[config.mk]
export PLATFORM = sky130hd
export DESIGN_NAME = motor_ramp_ctrl
export DESIGN_NICKNAME = d
export VERILOG_FILES = /design/src/rtl/motor_ramp_ctrl.sv
export SDC_FILE = /design/constraint.sdc
export NUM_CORES = 1
export LEC_CHECK = 0
export CORE_ASPECT_RATIO = 0.6
export CORE_MARGIN = 2
export CORE_UTILIZATION = 30
export CTS_CLUSTER_SIZE = 10
export DETAILED_ROUTE_END_ITERATION = 12
export GPL_TIMING_DRIVEN = 0
export PLACE_DENSITY = 0.56
export SLEW_MARGIN = 0
export SYNTH_ARGS = -nofsm -noshare
export SYNTH_HDL_FRONTEND = slang
export SYNTH_SLANG_ARGS = --single-unit
export TNS_END_PERCENT = 30
[constraint.sdc]
create_clock -name clk -period 4.15 [get_ports clk]
set_input_delay 0.415 -clock clk [delete_from_list [all_inputs] [get_ports clk]]
set_output_delay 0.415 -clock clk [all_outputs]
set_load 0.005 [all_outputs]
[src/rtl/motor_ramp_ctrl.sv]
// Soft-start motor ramp controller: walks a PWM duty toward a target in
// fixed steps with selectable dwell, ramp-down on stop and estop override.
module motor_ramp_ctrl #(
    parameter int DUTY_W     = 8,
    parameter int STEP       = 8,
    parameter int DWELL_W    = 16,
    parameter int DWELL_SLOW = 1000,
    parameter int DWELL_FAST = 100
) (
    input  logic              clk,
    input  logic              rst_n,
    input  logic              ena,
    input  logic              run,
    input  logic              fast,
    input  logic              estop,
    input  logic [DUTY_W-1:0] target,
    output logic [DUTY_W-1:0] duty,
    output logic              pwm,
    output logic              busy,
    output logic              at_speed,
    output logic [1:0]        state
);

    typedef enum logic [1:0] {
        IDLE = 2'd0,
        RAMP = 2'd1,
        HOLD = 2'd2
    } state_t;

    localparam logic [DUTY_W:0]    STEP_X    = (DUTY_W+1)'(STEP);
    localparam logic [DWELL_W-1:0] LAST_SLOW = DWELL_W'(DWELL_SLOW - 1);
    localparam logic [DWELL_W-1:0] LAST_FAST = DWELL_W'(DWELL_FAST - 1);

    state_t              state_q;
    state_t              state_d;
    logic [DWELL_W-1:0]  dwell_q;
    logic [DWELL_W-1:0]  dwell_d;
    logic [DWELL_W-1:0]  dwell_last;
    logic [DUTY_W-1:0]   duty_q;
    logic [DUTY_W-1:0]   duty_d;
    logic [DUTY_W-1:0]   tgt;
    logic [DUTY_W-1:0]   stepped;
    logic [DUTY_W-1:0]   pwm_cnt;
    logic [DUTY_W:0]     up_x;
    logic [DUTY_W:0]     dn_x;
    logic                pwm_q;
    logic                tick;

    assign tgt        = run ? target : '0;
    assign dwell_last = fast ? LAST_FAST : LAST_SLOW;
    assign tick       = dwell_q >= dwell_last;
    assign up_x       = {1'b0, duty_q} + STEP_X;
    assign dn_x       = {1'b0, duty_q} - STEP_X;

    // One extra bit keeps both directions saturating instead of wrapping
    always_comb begin
        stepped = duty_q;
        if (duty_q < tgt) begin
            if (up_x > {1'b0, tgt})
                stepped = tgt;
            else
                stepped = up_x[DUTY_W-1:0];
        end else if (duty_q > tgt) begin
            if (dn_x[DUTY_W] || (dn_x < {1'b0, tgt}))
                stepped = tgt;
            else
                stepped = dn_x[DUTY_W-1:0];
        end
    end

    always_comb begin
        state_d = state_q;
        dwell_d = dwell_q;
        duty_d  = duty_q;
        unique case (state_q)
            RAMP: begin
                if ((duty_q == tgt) && (tgt != '0)) begin
                    state_d = HOLD;
                end else if ((duty_q == '0) && (tgt == '0)) begin
                    state_d = IDLE;
                end else if (tick) begin
                    dwell_d = '0;
                    duty_d  = stepped;
                end else begin
                    dwell_d = dwell_q + 1'b1;
                end
            end
            HOLD: begin
                if (duty_q != tgt) begin
                    state_d = RAMP;
                    dwell_d = '0;
                end
            end
            default: begin
                duty_d = '0;
                if (tgt != '0) begin
                    state_d = RAMP;
                    dwell_d = '0;
                end
            end
        endcase
    end

    always_ff @(posedge clk or negedge rst_n) begin
        if (!rst_n) begin
            state_q <= IDLE;
            dwell_q <= '0;
            duty_q  <= '0;
            pwm_cnt <= '0;
            pwm_q   <= 1'b0;
        end else if (estop) begin
            state_q <= IDLE;
            dwell_q <= '0;
            duty_q  <= '0;
            pwm_q   <= 1'b0;
            if (ena)
                pwm_cnt <= pwm_cnt + 1'b1;
        end else if (ena) begin
            state_q <= state_d;
            dwell_q <= dwell_d;
            duty_q  <= duty_d;
            pwm_cnt <= pwm_cnt + 1'b1;
            pwm_q   <= pwm_cnt < duty_q;
        end
    end

    assign duty     = duty_q;
    assign pwm      = pwm_q;
    assign busy     = state_q == RAMP;
    assign at_speed = state_q == HOLD;
    assign state    = state_q;

endmodule

## After elaboration in Yosys (flattened, before gate mapping)

Cells that the tools add are included.

| storage, ports and cells | value |
|---|---|
| flip-flop bits (word level) | 35 |
| output and inout port bits | 13 |
| bits of input ports | 14 |
| logic and storage cells | 66 |
| memories kept | 0 |
| latch bits | 0 |
| bits in read-only memories | 0 |
| RAM bits | 0 |

| operators by class | value |
|---|---|
| shifts and indexed selects | 0 |
| div/mod/pow operators | 0 |
| muxes and demuxes | 29 |
| order comparisons | 6 |
| add/sub/neg operators | 4 |
| $mul | 0 |
| equality and inequality tests | 11 |
| reduce and logical (&&, ||, !) cells | 11 |
| bitwise operators | 0 |

Operator list:

| cell | count |
|---|---|
| $mux 16 | 7 |
| $mux 8 | 10 |
| $pmux 16 s2 | 1 |
| $add 16x1->16 const B | 1 |
| $ge 16x10->1 | 1 |
| $logic_not 8->1 | 2 |
| $lt 8x8->1 | 2 |
| $pmux 8 s2 | 1 |
| $mux 2 | 6 |
| $mux 10 | 1 |
| $add 8x4->9 const B | 1 |
| $gt 9x8->1 | 1 |
| $lt 9x8->1 | 1 |
| $sub 8x4->9 const B | 1 |
| $add 8x1->8 const B | 1 |
| $eq 8x8->1 | 1 |
| $gt 8x8->1 | 1 |
| $ne 4x2->1 const B | 2 |
| $ne 8x8->1 | 1 |
| $reduce_bool 8->1 | 1 |
| $ne 3x2->1 const B | 2 |
| $ne 3x3->1 const B | 2 |
| $reduce_and 6->1 | 1 |
| $reduce_and 5->1 | 1 |
| other kinds (10) | 12 |

## Longest topological paths before layout

Gate-level depths: netlist of run 1.

| depth | value |
|---|---|
| depth after elaboration | 12 |
| mapped depth | 11 |
| mapped depth without buffers | 11 |

## Worst setup path after synthesis of run 1

Ideal clock, no wire load.

| timing path | value |
|---|---|
| path kind | flip-flop to flip-flop |
| from | register duty_q[3] (netlist: duty[3]) |
| to | register duty_q[5] (netlist: duty[5]) |
| setup time | 0.126 ns |
| clock period less this slack | 2.920 ns |
| slack | 1.230 ns |
| path buffers | 0 |
| cell stages (with the launch flop) | 12 |
| arrival | 2.795 ns |
| data required time | 4.024 ns |
| cell sequence | dfrtp_1 > inv_1 > ha_1 > inv_1 > ha_1 > nor2b_1 > a221o_1 > o2111ai_1 > a211oi_4 > nor2_1 > a32o_1 > a221o_1 |

| on the way | value |
|---|---|
| longest elaborated chain between the ends | 12 |
| elaborated cells between the ends (all ways) | 25 |
| those cells by class | 2 x add/sub; 4 x order compare; 4 x eq/ne; 10 x mux; 5 x reduce/logical |

RTL lines:

| what | RTL line | text |
|---|---|---|
| start, declared | 39 | `logic [DUTY_W-1:0] duty_q;` |
| start signal, assigned | 121 | `duty_q <= duty_d;` |
| $sub 8x4->9 | 53 | `assign dn_x = {1'b0, duty_q} - STEP_X;` |
| $lt 9x8->1 | 64 | `if (dn_x[DUTY_W] \|\| (dn_x < {1'b0, tgt}))` |
| $logic_or 1x1->1 | 64 |  |
| $mux 8 | 64 |  |
| $mux 8 | 63 | `end else if (duty_q > tgt) begin` |
| $mux 8 | 58 | `if (duty_q < tgt) begin` |
| $mux 8 | 81 | `end else if (tick) begin` |
| $mux 8 | 79 | `end else if ((duty_q == '0) && (tgt == '0)) begin` |
| $mux 8 | 77 | `if ((duty_q == tgt) && (tgt != '0)) begin` |
| $pmux 8 s2 | 75 | `unique case (state_q)` |
| $mux 8 | 118 | `end else if (ena) begin` |
| $mux 8 | 111 | `end else if (estop) begin` |

Several ways; a longest one is shown, not always the timed one. The select of a mux whose other input is x is not followed.
A chain may end at the register's enable or synchronous reset.

## Worst setup path in the final report of run 1

| timing path | value |
|---|---|
| from | input run |
| to | register duty_q[5] (netlist: duty[5]) |

| on the way | value |
|---|---|
| longest elaborated chain between the ends | 12 |
| elaborated cells between the ends (all ways) | 25 |
| those cells by class | 4 x order compare; 4 x eq/ne; 11 x mux; 6 x reduce/logical |

RTL lines:

| what | RTL line | text |
|---|---|---|
| start, declared | 13 | `input logic run,` |
| $mux 8 (*) | 49 | `assign tgt = run ? target : '0;` |
| $lt 9x8->1 | 64 |  |
| $logic_or 1x1->1 | 64 |  |
| $mux 8 | 64 |  |
| $mux 8 | 63 |  |
| $mux 8 | 58 |  |
| $mux 8 | 81 |  |
| $mux 8 | 79 |  |
| $mux 8 | 77 |  |
| $pmux 8 s2 | 75 |  |
| $mux 8 | 118 |  |
| $mux 8 | 111 |  |

Every way passes the cells marked *; elsewhere a longest branch is shown, timed or not. The select of a mux whose other input is x is not followed.

==> results of run 1 <==
-- per-layer routing --
| metal | share of wire (%) | vias to the layer above |
|---|---|---|
| li1 | - | 1160 |
| met1 | 54 | 1123 |
| met2 | 38 | 68 |
| met3 | 7.0 | 6 |
| met4 | 0.79 | 0 |
| met5 | 0 | - |
-- worst max-delay path: stages --
cell and delay, ns:
clkdlybuf4s50_1 0.60, clkbuf_1 0.37, nand2_1 0.25, ha_1 0.38
a21oi_1 0.15, o21ai_0 0.19, a211oi_2 0.49, and3_1 0.39
nor2_1 0.18, a32o_1 0.31, a221o_1 0.34
-- path summary, 6_finish.rpt --
check / to / slack, ns / depth (start not counted)
worst max-delay path: duty[5] / 0.25 / 11
min in group clk: pwm_cnt[7] / 0.48 / 1
max in group asynchronous: duty[6] / 3.42 / 1
worst min-delay path: dwell_q[2] / 0.22 / 1
worst min register to register: pwm_cnt[7] / 0.48 / 1
worst max register to register: duty[5] / 0.58 / 11
-- layout make-up --
| class | count | share of cell area (%) |
|---|---|---|
| inverter | 14 | 1.622 |
| buffer | 5 | 0.6178 |
| sequential | 35 | 27.03 |
| clock buffer | 6 | 3.977 |
| tap | 112 | 4.324 |
| timing repair buffer | 25 | 7.568 |
| clock inverter | 2 | 0.3861 |
| multi-input combinational | 241 | 54.48 |
-- state kept, by name (all words and copies together), names as in the netlist --
name     cells
pwm_cnt      8
duty         8
state        2
pwm          1
dwell_q     16
-- cells in the final DEF (no fill, tap or decap), types with 3 or more instances in the layout --
cell type         n
dfrtp_1          35
ha_1             33
nor2_1           29
nand2_1          27
clkdlybuf4s50_1  24
a21oi_1          15
inv_1            14
nand3_1          12
xnor2_1          12
o21ai_0          12
nor3_1            7
o31ai_1           7
nor2b_1           6
clkbuf_1          5
and3_1            5
xor2_1            5
nand2b_1          5
clkbuf_16         5
nand4_1           4
a21o_1            4
a22o_1            4
and2_1            3
-- logic make-up after synthesis --
group                    after synthesis  synth area share (%)
AO/OA/AOI/OAI                         75                 21.85
multiplexers                           3                 1.153
adder cells (fa/ha/maj)               33                 15.21
flip-flops                            35                 32.27
buffers and inverters                 19                 2.674
AND/OR/NAND/NOR                      113                 21.35
XOR/XNOR                              17                 5.486
-- cell usage after synthesis (3+ instances only) --
master	number
dfrtp_1	35
ha_1	33
nor2_1	29
nand2_1	27
a21oi_1	15
inv_1	14
nand3_1	12
o21ai_0	12
xnor2_1	12
nor3_1	7
o31ai_1	7
nor2b_1	6
and3_1	5
nand2b_1	5
xor2_1	5
a21o_1	4
a22o_1	4
clkbuf_1	4
nand4_1	4
and2_1	3
-- report_power, final --
group	internal [W]	switching, W
sequential	0.000409	0.000102
clock	0.000221	0.000144
combinational	0.000487	0.000665
total	0.00112	0.000911
-- metrics by stage --
step / instance area [sq um] / hold slack [ns] / total power [W]
after detailed placement: 3099 / 0.4682 / 0.001641
final: 3241 / 0.2202 / 0.002028
after floorplan: 2714 / 0.1194 / 0.001290
after CTS: 3241 / 0.2609 / 0.002023
after global routing: 3241 / 0.2998 / 0.002215
after global placement: 3104 / 0.4740 / 0.001630
==> summary.md, run 1 <==
| Metric | Value |
|---|---|
| Post-route DRC | `0` |
| Syn Inst Count | `295` |
| Post-route setup slack | `0.2485 ns` |
| Die Span X | `126.8 microns` |
| Leak Pwr | `1.391 nW` |
| I/O pin count | `27` |
| Top Usage Layer GRT | `met1` |
| Synthesis-to-finish area growth | `19.41%` |
| Post-synth cell types | `61` |
| Met3 usage | `5.241%` |
| RePlAce Congestion | `roughly 0.91` |
| Share of post-route cells with drive strength above 1 | `7.622%` |
| Wire per inst | `between 15 and 20 microns` |
| Post-route insts no fill | `440` |
| Syn Area/Cell | `9.200 sq um` |
| Met1 Use GR | `between 20% and 30%` |
| Max VDD drop | `0.2922 mV` |
| FF-to-FF Start | `duty[3]` |
| Root Driver | `clkbuf_16` |
| Post-DRT Antenna Nets | `0` |
| Place WS | `0.04559 ns` |
| Final max-slew violation count | `0` |
| Relative slew slack | `between 40% and 50%` |
| Crit path time final | `3.902 ns` |
| Mapped Nets | `342` |
| Max FO, Critical Path | `10` |
| Iter 0 DRT Violations | `197` |
| Setup Fix Bufs, Post-CTS | `0` |
| Clock Skew | `0.002821 ns` |
| CTS Hold Bufs | `0` |
| Largest net degree at the start of global routing | `36` |
| Critical Path AT | `4.07 ns` |
| Number of global-route vias before repair | `2209` |
| Setup crit end kind | `register` |
| Start point of the critical path | `run` |
| Post-CTS sizing | `0` |
| Initial antenna violation count | `0` |
| Core Rows | `26` |
| PwrDens | `around 630 mW/mm^2` |
| Die Y | `77.68 microns` |
| Mapped Area | `0.002714 sq mm` |
| Aggregate global routing overflow | `0` |
| Area taken by multi-input logic gates | `roughly 0.0018 sq mm` |
| Yosys top cell by area | `dfrtp_1` |
| Worst-Skew Late Latency | `0.28 ns` |
| Synth area leaders | `dfrtp_1 32%, ha_1 15%, nor2_1 4.0%` |
| Synth Flop Type | `dfrtp_1` |
| CTS tree | `done` |
| Via count | `2357` |
| Post-Route Setup TNS | `0 ns` |
| CTS buffer count | `5` |
| Fmax | `between 200 and 300 MHz` |
| Die area | `0.009848 sq mm` |
| Yosys top cell area share | `32.27%` |
| Final wirelength | `6970 microns` |
| ANT cells | `0` |
| Core Util, Final | `37.45%` |
| CTS Sinks | `35` |
| Via density | `~5.4` |
| Final Setup Violations | `0` |
| First-pass GRT wire length | `about 12000 microns` |
| IO Port Bufs | `25` |
| Endpoints failing hold | `0` |
| Final HPWL DP | `5358 microns` |
| Post-synth EDFFs | `0` |
| Filler Cells Inserted | `905` |
| Min-Delay Path Class | `input pin to asynchronous set/reset pin` |
| Initial DRT Pass Iterations | `4` |
| Synth warn | `0` |
| Tightest Pin Transition | `0.8047 ns` |
| Register area | `around 880 sq um` |
| CP Launch Type | `input pin` |
| Core region area | `0.008653 sq mm` |
| Tot GR Track Use | `15.23%` |
| Synthesized flop and latch total | `35` |
| Max H-tree Level | `2` |
| GRT met2 Usage | `19.84%` |
| CP required | `4.31 ns` |
| Sequential area share after synthesis | `about 32%` |
| RSZ-0062 raised after global routing | `no` |
| Crit Path Category | `input pin to register` |
| Outcome | `completed` |
| Period utilization | `94.01%` |
| Initial core utilization | `approximately a third` |
| Nets | `374` |
| Placed Cells | `432` |
| Clock tree buffer depth | `2` |
| Ys async rst share | `100.0%` |
| Max-Cap Viols | `0` |
| Clock-pin slew on the worst setup and hold paths | `0.06 ns` |
(Power assumes the default switching activity.)
==> run 2: changes to the inputs <==
--- a/config.mk
+++ b/config.mk
@@ -13,5 +13,4 @@
 export GPL_TIMING_DRIVEN = 0
 export PLACE_DENSITY = 0.56
-export SLEW_MARGIN = 0
 export SYNTH_ARGS = -nofsm -noshare
 export SYNTH_HDL_FRONTEND = slang
==> constraint.sdc (replaced) <==
create_clock -name clk -period 4.3 [get_ports clk]
set_input_delay 0.86 -clock clk [delete_from_list [all_inputs] [get_ports clk]]
set_output_delay 0.86 -clock clk [all_outputs]
set_load 0.005 [all_outputs]
==> summary.md, run 2 (synthesis results as in run 1) <==
| Metric | Value |
|---|---|
| Outcome | `completed` |
| Clock-pin slew on the worst setup and hold paths | `roughly 0.05 ns` |
| Critical Path Max Stage Delay | `roughly 0.60 ns` |
| Register area | `875.8 sq um` |
| Max-Cap Viols | `0` |
| Iter 0 DRT Violations | `between 200 and 250` |
| Period utilization | `a little over nine tenths` |
| Aggregate global routing overflow | `0` |
| Top delay family on crit path | `compound AO/OA/AOI/OAI gates` |
| RePlAce Congestion | `0.9142` |
| Via density | `between 5 and 6` |
| CTS Sinks | `35` |
| Most frequent cells in the layout | `35 x dfrtp_1, 33 x ha_1, 29 x nor2_1` |
| CP Launch Type | `input pin` |
| Die Span X | `126.8 microns` |
| Synthesis-to-finish area growth | `19.73%` |
| Tightest Pin Transition | `0.8077 ns` |
| Max VDD drop | `0.2812 mV` |
| Top reg by flops | `dwell_q` |
| Area post-placement | `0.003099 sq mm` |
| Commonest non-fill, non-tap cell in the layout | `dfrtp_1` |
| PwrDens | `605.8 mW/mm^2` |
| RSZ-0062 raised after global routing | `no` |
| Max H-tree Level | `2` |
| Wire per inst | `15.76 microns` |
| Final max-slew violation count | `0` |
| Worst path depth | `11` |
| Reg2Reg Depth | `11` |
| Critical Path AT | `4.22 ns` |
| Final wirelength | `6949 microns` |
| Final Setup Violations | `0` |
| CTS buffer count | `5` |
| CTS tree | `done` |
| Clock tree buffer depth | `2` |
| Post-DRT Antenna Nets | `0` |
| Largest net degree at the start of global routing | `36` |
| Initial antenna violation count | `0` |
| Crit path buf inv count | `2` |
| Final HPWL DP | `5358 microns` |
| Initial core utilization | `31.36%` |
| Min-Delay Path Class | `register to register` |
| Clock Skew | `0.003765 ns` |
| Worst-path cell chain | `clkdlybuf4s50_1, clkbuf_2, nand2_1, ha_1, nand4_1, a211oi_2, a211oi_2, a211oi_4, nor2_1, a32o_1, a221o_1` |
| Max FO, Critical Path | `10` |
| Root Driver | `clkbuf_16` |
| Max reg flops | `16` |
| Core region area | `0.008653 sq mm` |
| Crit path time final | `4.058 ns` |
| Post-route setup slack | `0.2420 ns` |
| CTS Hold Bufs | `0` |
| Nets | `375` |
| Die Y | `77.68 microns` |
| Endpoints failing hold | `0` |
| ANT cells | `0` |
| Die area | `0.009848 sq mm` |
| Share of post-route cells with drive strength above 1 | `8.207%` |
| Worst hold stages | `1` |
| Place WS | `-0.2494 ns` |
| Post-route DRC | `0` |
| Most common cell on crit path | `a211oi_2` |
| Final instance area | `approximately 0.0032 sq mm` |
| First-pass GRT wire length | `11780 microns` |
| Number of global-route vias before repair | `2209` |
| Tot GR Track Use | `about 15%` |
| CP max stage cell | `clkdlybuf4s50_1` |
| Area taken by multi-input logic gates | `between 0.0015 and 0.002 sq mm` |
| Core Util, Final | `37.55%` |
| CP required | `4.46 ns` |
| Core Rows | `26` |
| Crit Path Category | `input pin to register` |
| I/O pin count | `27` |
| Fmax | `246.4 MHz` |
| Via count | `2342` |
| Leak Pwr | `about 1.4 nW` |
| Setup crit end kind | `register` |
| Filler Cells Inserted | `903` |
| Relative slew slack | `a little under half` |
| Initial DRT Pass Iterations | `5` |
| Worst-Skew Late Latency | `between 0.2 and 0.3 ns` |
| IO Port Bufs | `25` |
run 2: cell types whose count changed in the layout (fill, tap and decap cells not counted), sizes merged:
cell,before,now
buf,2,3
run 2: routing by layer:
layer	GRT usage [%]	vias to the layer above	wire, microns
li1	-	1160	-
met1	23.49	1124	3832
met2	19.84	52	2657
met3	5.241	6	399
met4	3.516	0	60
met5	0	-	0
run 2: through the flow:
| stage | power, W | instances | hold slack, ns | setup TNS (ns) |
|---|---|---|---|---|
| 2_1_floorplan | 0.001245 | 295 | 0.4493 | 0 |
| 3_3_place_gp | 0.001573 | 432 | 0.4740 | -0.5428 |
| 3_5_place_dp | 0.001583 | 432 | 0.4682 | -0.5493 |
| 4_1_cts | 0.001952 | 440 | 0.4780 | 0 |
| 5_1_grt | 0.002155 | 441 | 0.5104 | 0 |
| 6_report | 0.001968 | 441 | 0.4765 | 0 |
run 2: path summary, 6_finish.rpt:
path	startpoint	slack (ns)	to
worst max-delay path	run	0.24	duty[5]
worst min-delay path	pwm_cnt[7]	0.48	pwm_cnt[7]
worst max register to register	duty[3]	0.74	duty[5]
worst min register to register	pwm_cnt[7]	0.48	pwm_cnt[7]
max in group asynchronous	rst_n	3.12	duty[6]
min in group asynchronous	rst_n	0.66	dwell_q[2]
run 2: cell type report:
class,instances,share of cell area [%]
tap,112,4.313
multi-input combinational,241,54.33
clock inverter,2,0.3851
inverter,14,1.617
sequential,35,26.95
buffer,5,0.6546
clock buffer,6,3.966
timing repair buffer,26,7.778
run 2: where the power goes:
part	internal (W)	switching (W)
clock	0.000214	0.000141
sequential	0.000394	0.0000986
combinational	0.000482	0.000639
run 2: what timing repair did:
action	4_1_cts	5_1_grt
setup endpoints to repair	0	4
gates resized for setup	0	3
buffers inserted	0	1
==> run 3: changes to the inputs <==
GPL_ROUTABILITY_DRIVEN = 1   (was default)
==> results of run 3 <==
No change in the layout: final DEF, timing and power equal those of run 2.
